--- src/rtl/dmem_access_ctrl_pkg.sv ---
// Shared definitions for the MEM-stage data-memory access controller:
// MIPS load/store op codes, bus size codes, FSM state encoding and small
// op-classification helpers used by the controller and the lane aligner.
package dmem_access_ctrl_pkg;

  localparam logic [7:0] EXE_LB_OP  = 8'b1110_0000;
  localparam logic [7:0] EXE_LBU_OP = 8'b1110_0100;
  localparam logic [7:0] EXE_LH_OP  = 8'b1110_0001;
  localparam logic [7:0] EXE_LHU_OP = 8'b1110_0101;
  localparam logic [7:0] EXE_LW_OP  = 8'b1110_0011;
  localparam logic [7:0] EXE_SB_OP  = 8'b1110_1000;
  localparam logic [7:0] EXE_SH_OP  = 8'b1110_1001;
  localparam logic [7:0] EXE_SW_OP  = 8'b1110_1011;

  localparam logic [1:0] SIZE_B = 2'd0;
  localparam logic [1:0] SIZE_H = 2'd1;
  localparam logic [1:0] SIZE_W = 2'd2;

  typedef enum logic [2:0] {
    S_IDLE  = 3'd0,
    S_REQ   = 3'd1,
    S_WAIT  = 3'd2,
    S_DONE  = 3'd3,
    S_DRAIN = 3'd4
  } state_e;

  function automatic logic is_load(input logic [7:0] op);
    return op inside {EXE_LB_OP, EXE_LBU_OP, EXE_LH_OP, EXE_LHU_OP, EXE_LW_OP};
  endfunction

  function automatic logic is_store(input logic [7:0] op);
    return op inside {EXE_SB_OP, EXE_SH_OP, EXE_SW_OP};
  endfunction

  function automatic logic addr_misaligned(input logic [7:0] op, input logic [1:0] lane);
    logic mis;
    mis = 1'b0;
    case (op)
      EXE_LH_OP, EXE_LHU_OP, EXE_SH_OP: mis = lane[0];
      EXE_LW_OP, EXE_SW_OP:             mis = |lane;
      default:                          mis = 1'b0;
    endcase
    return mis;
  endfunction

endpackage

--- src/rtl/dmem_access_ctrl_if.sv ---
// SRAM-like data bus between the access controller (master) and the
// memory agent (slave).
//   data_req/wr/size/addr/wdata/wstrb : request fields, master -> slave
//   data_addr_ok                      : request accepted, slave -> master
//   data_data_ok/data_rdata           : response and read data, slave -> master
interface dmem_access_ctrl_if;
  logic        data_req;
  logic        data_wr;
  logic [1:0]  data_size;
  logic [31:0] data_addr;
  logic [31:0] data_wdata;
  logic [3:0]  data_wstrb;
  logic        data_addr_ok;
  logic        data_data_ok;
  logic [31:0] data_rdata;

  modport master (
    output data_req, data_wr, data_size, data_addr, data_wdata, data_wstrb,
    input  data_addr_ok, data_data_ok, data_rdata
  );

  modport slave (
    input  data_req, data_wr, data_size, data_addr, data_wdata, data_wstrb,
    output data_addr_ok, data_data_ok, data_rdata
  );
endinterface

--- src/rtl/dmem_access_ctrl_mem_lane_align.sv ---
// Combinational byte-lane handling for one access.
//   op_i, lane_i : op code and address[1:0] of the access
//   wdata_i      : store source value
//   rdata_i      : raw bus read data
//   size_o       : bus size code
//   wstrb_o      : byte write strobes (zero for loads)
//   wdata_o      : store data replicated across lanes
//   rdata_o      : selected and sign/zero-extended load data
module mem_lane_align
  import dmem_access_ctrl_pkg::*;
(
  input  logic [7:0]  op_i,
  input  logic [1:0]  lane_i,
  input  logic [31:0] wdata_i,
  input  logic [31:0] rdata_i,
  output logic [1:0]  size_o,
  output logic [3:0]  wstrb_o,
  output logic [31:0] wdata_o,
  output logic [31:0] rdata_o
);

  logic [7:0]  byte_sel;
  logic [15:0] half_sel;

  assign byte_sel = rdata_i[{lane_i, 3'b000} +: 8];
  assign half_sel = lane_i[1] ? rdata_i[31:16] : rdata_i[15:0];

  always_comb begin
    size_o  = SIZE_B;
    wstrb_o = 4'b0000;
    wdata_o = '0;
    rdata_o = '0;
    case (op_i)
      EXE_LB_OP:  rdata_o = {{24{byte_sel[7]}}, byte_sel};
      EXE_LBU_OP: rdata_o = {24'd0, byte_sel};
      EXE_LH_OP: begin
        size_o  = SIZE_H;
        rdata_o = {{16{half_sel[15]}}, half_sel};
      end
      EXE_LHU_OP: begin
        size_o  = SIZE_H;
        rdata_o = {16'd0, half_sel};
      end
      EXE_LW_OP: begin
        size_o  = SIZE_W;
        rdata_o = rdata_i;
      end
      EXE_SB_OP: begin
        wstrb_o = 4'b0001 << lane_i;
        wdata_o = {4{wdata_i[7:0]}};
      end
      EXE_SH_OP: begin
        size_o  = SIZE_H;
        wstrb_o = 4'b0011 << lane_i;
        wdata_o = {2{wdata_i[15:0]}};
      end
      EXE_SW_OP: begin
        size_o  = SIZE_W;
        wstrb_o = 4'b1111;
        wdata_o = wdata_i;
      end
      default: ;
    endcase
  end

endmodule

--- src/rtl/dmem_access_ctrl.sv ---
// MEM-stage data-memory access controller: alignment exceptions, bus
// sequencing with pipeline stall, and extended load data for writeback.
//   clk, rst                     : clock, synchronous active-high reset
//   mem_en, alucontrolM, addrM,
//   wdataM, flushM, hold         : MEM-stage request and pipeline control
//   stallM, rdataM, done_o       : stall, load result, result-valid strobe
//   adelM, adesM, badvaddrM      : address-error flags and faulting address
//   bus                          : data bus master port
//
// state | meaning
// IDLE  | no access in flight; accepts an aligned, unflushed load/store
// REQ   | data_req held until the agent accepts (addr_ok)
// WAIT  | request accepted, waiting for data_ok
// DONE  | result valid on rdataM/done_o; held while hold=1
// DRAIN | flushed access still outstanding; swallow its data_ok
module dmem_access_ctrl
  import dmem_access_ctrl_pkg::*;
(
  input  logic        clk,
  input  logic        rst,
  input  logic        mem_en,
  input  logic [7:0]  alucontrolM,
  input  logic [31:0] addrM,
  input  logic [31:0] wdataM,
  input  logic        flushM,
  input  logic        hold,
  output logic        stallM,
  output logic [31:0] rdataM,
  output logic        done_o,
  output logic        adelM,
  output logic        adesM,
  output logic [31:0] badvaddrM,
  dmem_access_ctrl_if.master bus
);

  state_e      state_q, state_d;
  logic [7:0]  op_q;
  logic [31:0] addr_q, wdata_q, rdata_q;
  logic [31:0] rdata_ext, wdata_rep;
  logic [3:0]  wstrb;
  logic [1:0]  size;
  logic        misaligned, accept, capture;

  assign misaligned = addr_misaligned(alucontrolM, addrM[1:0]);
  assign adelM      = mem_en & misaligned & is_load(alucontrolM);
  assign adesM      = mem_en & misaligned & is_store(alucontrolM);
  assign badvaddrM  = addrM;

  // Bus fields come from the latched op so they stay stable while REQ waits.
  mem_lane_align u_lane (
    .op_i    (op_q),
    .lane_i  (addr_q[1:0]),
    .wdata_i (wdata_q),
    .rdata_i (bus.data_rdata),
    .size_o  (size),
    .wstrb_o (wstrb),
    .wdata_o (wdata_rep),
    .rdata_o (rdata_ext)
  );

  assign bus.data_wr    = is_store(op_q);
  assign bus.data_size  = size;
  assign bus.data_addr  = addr_q;
  assign bus.data_wdata = wdata_rep;
  assign bus.data_wstrb = wstrb;
  assign rdataM         = rdata_q;

  always_ff @(posedge clk) begin
    if (rst) begin
      state_q <= S_IDLE;
      op_q    <= '0;
      addr_q  <= '0;
      wdata_q <= '0;
      rdata_q <= '0;
    end else begin
      state_q <= state_d;
      if (accept) begin
        op_q    <= alucontrolM;
        addr_q  <= addrM;
        wdata_q <= wdataM;
      end
      if (capture) rdata_q <= rdata_ext;
    end
  end

  always_comb begin
    state_d      = state_q;
    accept       = 1'b0;
    capture      = 1'b0;
    stallM       = 1'b0;
    done_o       = 1'b0;
    bus.data_req = 1'b0;
    case (state_q)
      S_IDLE: begin
        if (mem_en && (is_load(alucontrolM) || is_store(alucontrolM)) &&
            !misaligned && !flushM) begin
          accept  = 1'b1;
          stallM  = 1'b1;
          state_d = S_REQ;
        end
      end
      S_REQ: begin
        stallM       = 1'b1;
        bus.data_req = 1'b1;
        if (bus.data_addr_ok) begin
          // Once issued, a flushed access must still have its response absorbed.
          if (bus.data_data_ok) begin
            if (flushM) state_d = S_IDLE;
            else begin
              state_d = S_DONE;
              capture = is_load(op_q);
            end
          end else begin
            state_d = flushM ? S_DRAIN : S_WAIT;
          end
        end else if (flushM) begin
          state_d = S_IDLE;
        end
      end
      S_WAIT: begin
        stallM = 1'b1;
        if (bus.data_data_ok) begin
          if (flushM) state_d = S_IDLE;
          else begin
            state_d = S_DONE;
            capture = is_load(op_q);
          end
        end else if (flushM) begin
          state_d = S_DRAIN;
        end
      end
      S_DRAIN: begin
        if (bus.data_data_ok) state_d = S_IDLE;
      end
      S_DONE: begin
        done_o = 1'b1;
        if (!hold) state_d = S_IDLE;
      end
      default: state_d = S_IDLE;
    endcase
  end

endmodule

--- src/flat_wrapper.sv ---
// flat-port wrapper written by rule: the top's interface ports become plain ports
module dmem_access_ctrl_flat import dmem_access_ctrl_pkg::*;
  (clk, rst, mem_en, alucontrolM, addrM, wdataM, flushM, hold, stallM, rdataM, done_o, adelM, adesM, badvaddrM, bus_data_req, bus_data_wr, bus_data_size, bus_data_addr, bus_data_wdata, bus_data_wstrb, bus_data_addr_ok, bus_data_data_ok, bus_data_rdata);
  dmem_access_ctrl_if bus_i ();
  input  logic clk;
  input  logic rst;
  input  logic mem_en;
  input  logic [7:0] alucontrolM;
  input  logic [31:0] addrM;
  input  logic [31:0] wdataM;
  input  logic flushM;
  input  logic hold;
  output logic stallM;
  output logic [31:0] rdataM;
  output logic done_o;
  output logic adelM;
  output logic adesM;
  output logic [31:0] badvaddrM;
  output wire logic [$bits(bus_i.data_req)-1:0] bus_data_req;
  output wire logic [$bits(bus_i.data_wr)-1:0] bus_data_wr;
  output wire logic [$bits(bus_i.data_size)-1:0] bus_data_size;
  output wire logic [$bits(bus_i.data_addr)-1:0] bus_data_addr;
  output wire logic [$bits(bus_i.data_wdata)-1:0] bus_data_wdata;
  output wire logic [$bits(bus_i.data_wstrb)-1:0] bus_data_wstrb;
  input wire logic [$bits(bus_i.data_addr_ok)-1:0] bus_data_addr_ok;
  input wire logic [$bits(bus_i.data_data_ok)-1:0] bus_data_data_ok;
  input wire logic [$bits(bus_i.data_rdata)-1:0] bus_data_rdata;
  assign bus_data_req = bus_i.data_req;
  assign bus_data_wr = bus_i.data_wr;
  assign bus_data_size = bus_i.data_size;
  assign bus_data_addr = bus_i.data_addr;
  assign bus_data_wdata = bus_i.data_wdata;
  assign bus_data_wstrb = bus_i.data_wstrb;
  assign bus_i.data_addr_ok = bus_data_addr_ok;
  assign bus_i.data_data_ok = bus_data_data_ok;
  assign bus_i.data_rdata = bus_data_rdata;
  dmem_access_ctrl u_core (.clk(clk), .rst(rst), .mem_en(mem_en), .alucontrolM(alucontrolM), .addrM(addrM), .wdataM(wdataM), .flushM(flushM), .hold(hold), .stallM(stallM), .rdataM(rdataM), .done_o(done_o), .adelM(adelM), .adesM(adesM), .badvaddrM(badvaddrM), .bus(bus_i));
endmodule
--- config.mk ---
export PLATFORM = sky130hd
export DESIGN_NAME = dmem_access_ctrl_flat
export DESIGN_NICKNAME = d
export VERILOG_FILES = /design/src/rtl/dmem_access_ctrl_pkg.sv /design/src/rtl/dmem_access_ctrl_if.sv /design/src/rtl/dmem_access_ctrl_mem_lane_align.sv /design/src/rtl/dmem_access_ctrl.sv /design/src/flat_wrapper.sv
export SDC_FILE = /design/constraint.sdc
export NUM_CORES = 1
export LEC_CHECK = 0
export BUFFER_PORTS_ARGS = -buffer_cell sky130_fd_sc_hd__buf_4
export CORE_MARGIN = 2
export CORE_UTILIZATION = 50
export CTS_BUF_LIST = sky130_fd_sc_hd__clkbuf_8
export DETAILED_ROUTE_END_ITERATION = 7
export HOLD_SLACK_MARGIN = 0.03
export PLACE_DENSITY = 0.85
export SLEW_MARGIN = 25
export SYNTH_ARGS = -nofsm -noshare
export SYNTH_HDL_FRONTEND = slang
export SYNTH_HIERARCHICAL = 1
export SYNTH_SLANG_ARGS = --single-unit
--- constraint.sdc ---
create_clock -name clk -period 2 [get_ports clk]
set_clock_uncertainty 0.1 [all_clocks]
set_input_delay 0.3 -clock clk [delete_from_list [all_inputs] [get_ports clk]]
set_output_delay 0.3 -clock clk [all_outputs]
set_load 0.01 [all_outputs]
==> qor.csv <==
metric,value,unit
seq_area,2150,sq um
grt_pass1_vias,5968,
syn_nets,826,
status,finished with violations,
drc,0,
power.density,481,nW/um^2
slew_headroom,68.2,%
firstDrtPassIters,6,
ys_ff_latch,107,
met2_usage,49.1,%
layout-drive-gt1-share,39.5,%
slew_viol_final,0,
cts.sinks,107,
peakVddDrop,318,uV
final-setup-viol-count,36,
stdcell_count,1054,
overflow,0,
end_kind,output pin,
clkTransAtPathRegs,110,ps
ios,251,
hold_slack,79.9,ps
die_h,113,microns
initial_utilization,51.4,%
max_freq,454,MHz
grt_pass1_wl,30300,microns
total_power,3.92,mW
hold_viol,0,
utilization,70.9,%
postCtsHoldBufs,0,
worst-path-max-fanout,5,
die_width,113,microns
violations,setup timing,
insertion_delay,370,ps
synthCells,715,
multi_input_area,3190,sq um
placed_area,7710,sq um
ys.flop_type,dfxtp_1,
tns,-5290,ps
portBuffers,250,
core.rowCount,39,
p_leak,3.33,nW
crit_type,reg -> out,
cts_tree,yes,
grt.met1_usage,37.5,%
mappedNetlistArea,5890,sq um
required,1600,ps
htreeDepth,3,
hpwl,13300,microns
yosysWarnings,6,
pre_cts_ws,-73.5,ps
wl,19600,microns
clock_path_buffers,2,
antenna_found_initial,0,
area_growth,38.1,%
hold_class,in -> reg,
final_antenna_net_count,0,
drv_cap,0,
synth_top_area_share,36.4,%
cp.arrival,1800,ps
tightest_slew,477,ps
core,11500,sq um
grt.busiest_layer,met2,
synth_common_cells,"a21oi_1, dfxtp_1, o21ai_1, nand4_1, buf_4",
seq_area_frac_synth,36.4,%
num_antenna_cells,0,
track_usage,29.1,%
final.setup.worst_slack,-202,ps
place_inst,1031,
cp-start-kind,register,
min_period,2200,ps
synth_area_leaders,"dfxtp_1, a21oi_1, o21ai_1, nand4_1, buf_4",
grt_max_degree,70,
synth_area_leader_cell,dfxtp_1,
yosysUniqueCellTypes,57,
avgViaCountPerCell,6.11,
post_synth.cell_area_avg,8.24,sq um
design_area,8140,sq um
synth_edf_count,0,
drt_iter0_markers,609,
final_nets,1017,
rsz0062_at_grt,yes,
period_share,110,%
cts_root_buf,clkbuf_8,
async_reset_ff_share,0,%
dr_total_vias,6439,
place_congestion,0.858,
wl_per_cell,18.6,microns
numCtsBuffers,9,
met3_usage,5.02,%
nFillCells,919,
dieArea,12700,sq um
==> per-layer routing <==
metal  vias to the layer above  share of wire (%)
li1                       3037                  -
met1                      3024                 40
met2                       335                 49
met3                        43                8.4
met4                         0                2.8
met5                         -                  0
==> cells by family (layout without fill, tap and decap cells) <==
| logic type | Yosys count | in the layout | synth area share [%] |
|---|---|---|---|
| and+or+nand+nor | 174 | 174 | 18.1 |
| buffers and inverters | 120 | 316 | 11.5 |
| muxes | 24 | 24 | 4.46 |
| DFF | 107 | 107 | 36.4 |
| AOI/OAI and AO/OA | 290 | 290 | 29.6 |
==> cell usage in the layout (no fill, tap or decap), drive strengths merged, types with 10 or more instances in the layout <==
master  count
nor2       20
clkbuf     11
inv        10
buf       292
o21ai     106
dfxtp     107
a21oi     107
a21o       18
a22o       16
mux2i      15
nand4      69
nand3      39
a221o      15
==> critical path, stage by stage, from the launching register on <==
cell	delay [ps]
dfxtp_2	340
nand4b_1	240
buf_6	200
nor3_4	170
o21ai_1	150
o22ai_1	180
buf_4	160
==> layout make-up <==
type / count / area share (%)
clock inverters: 5 / 0.446
well taps: 143 / 2.20
clock buffers: 11 / 1.86
flip-flops and latches: 107 / 26.5
inverters: 8 / 0.369
multi-input cells: 488 / 39.2
repair buffers: 292 / 29.5
==> state kept, by name, indices dropped and copies added (netlist names) <==
| register | flops |
|---|---|
| u_core/bus.data_addr | 32 |
| u_core/wdata_q | 32 |
| u_core/rdataM | 32 |
| u_core/state_q | 3 |
| u_core/op_q | 8 |
==> power by group <==
group | switching [mW] | internal, mW
sequential | 0.00482 | 2.13
combinational | 0.243 | 0.234
clock | 0.773 | 0.525
==> final timing paths <==
path	cells past startpoint	endpoint	startpoint	slack, ps
setup / recovery	6	bus_data_wstrb[3]	u_core/op_q[4]	-200
hold / removal	3	u_core/wdata_q[6]	wdataM[6]	80
setup reg to reg	8	u_core/rdataM[12]	u_core/op_q[4]	100
hold reg to reg	2	u_core/op_q[5]	u_core/op_q[5]	370
==> what timing repair did <==
| action | 4_1_cts | 5_1_grt |
|---|---|---|
| hold endpoints to repair | 0 | 0 |
| setup endpoints to repair | 53 | 50 |
| resized for setup | 12 | 41 |
| gates cloned | 0 | 1 |
| buffers inserted | 3 | 3 |
| pin swaps | 7 | 14 |
Power figures use the tool's default switching activity.
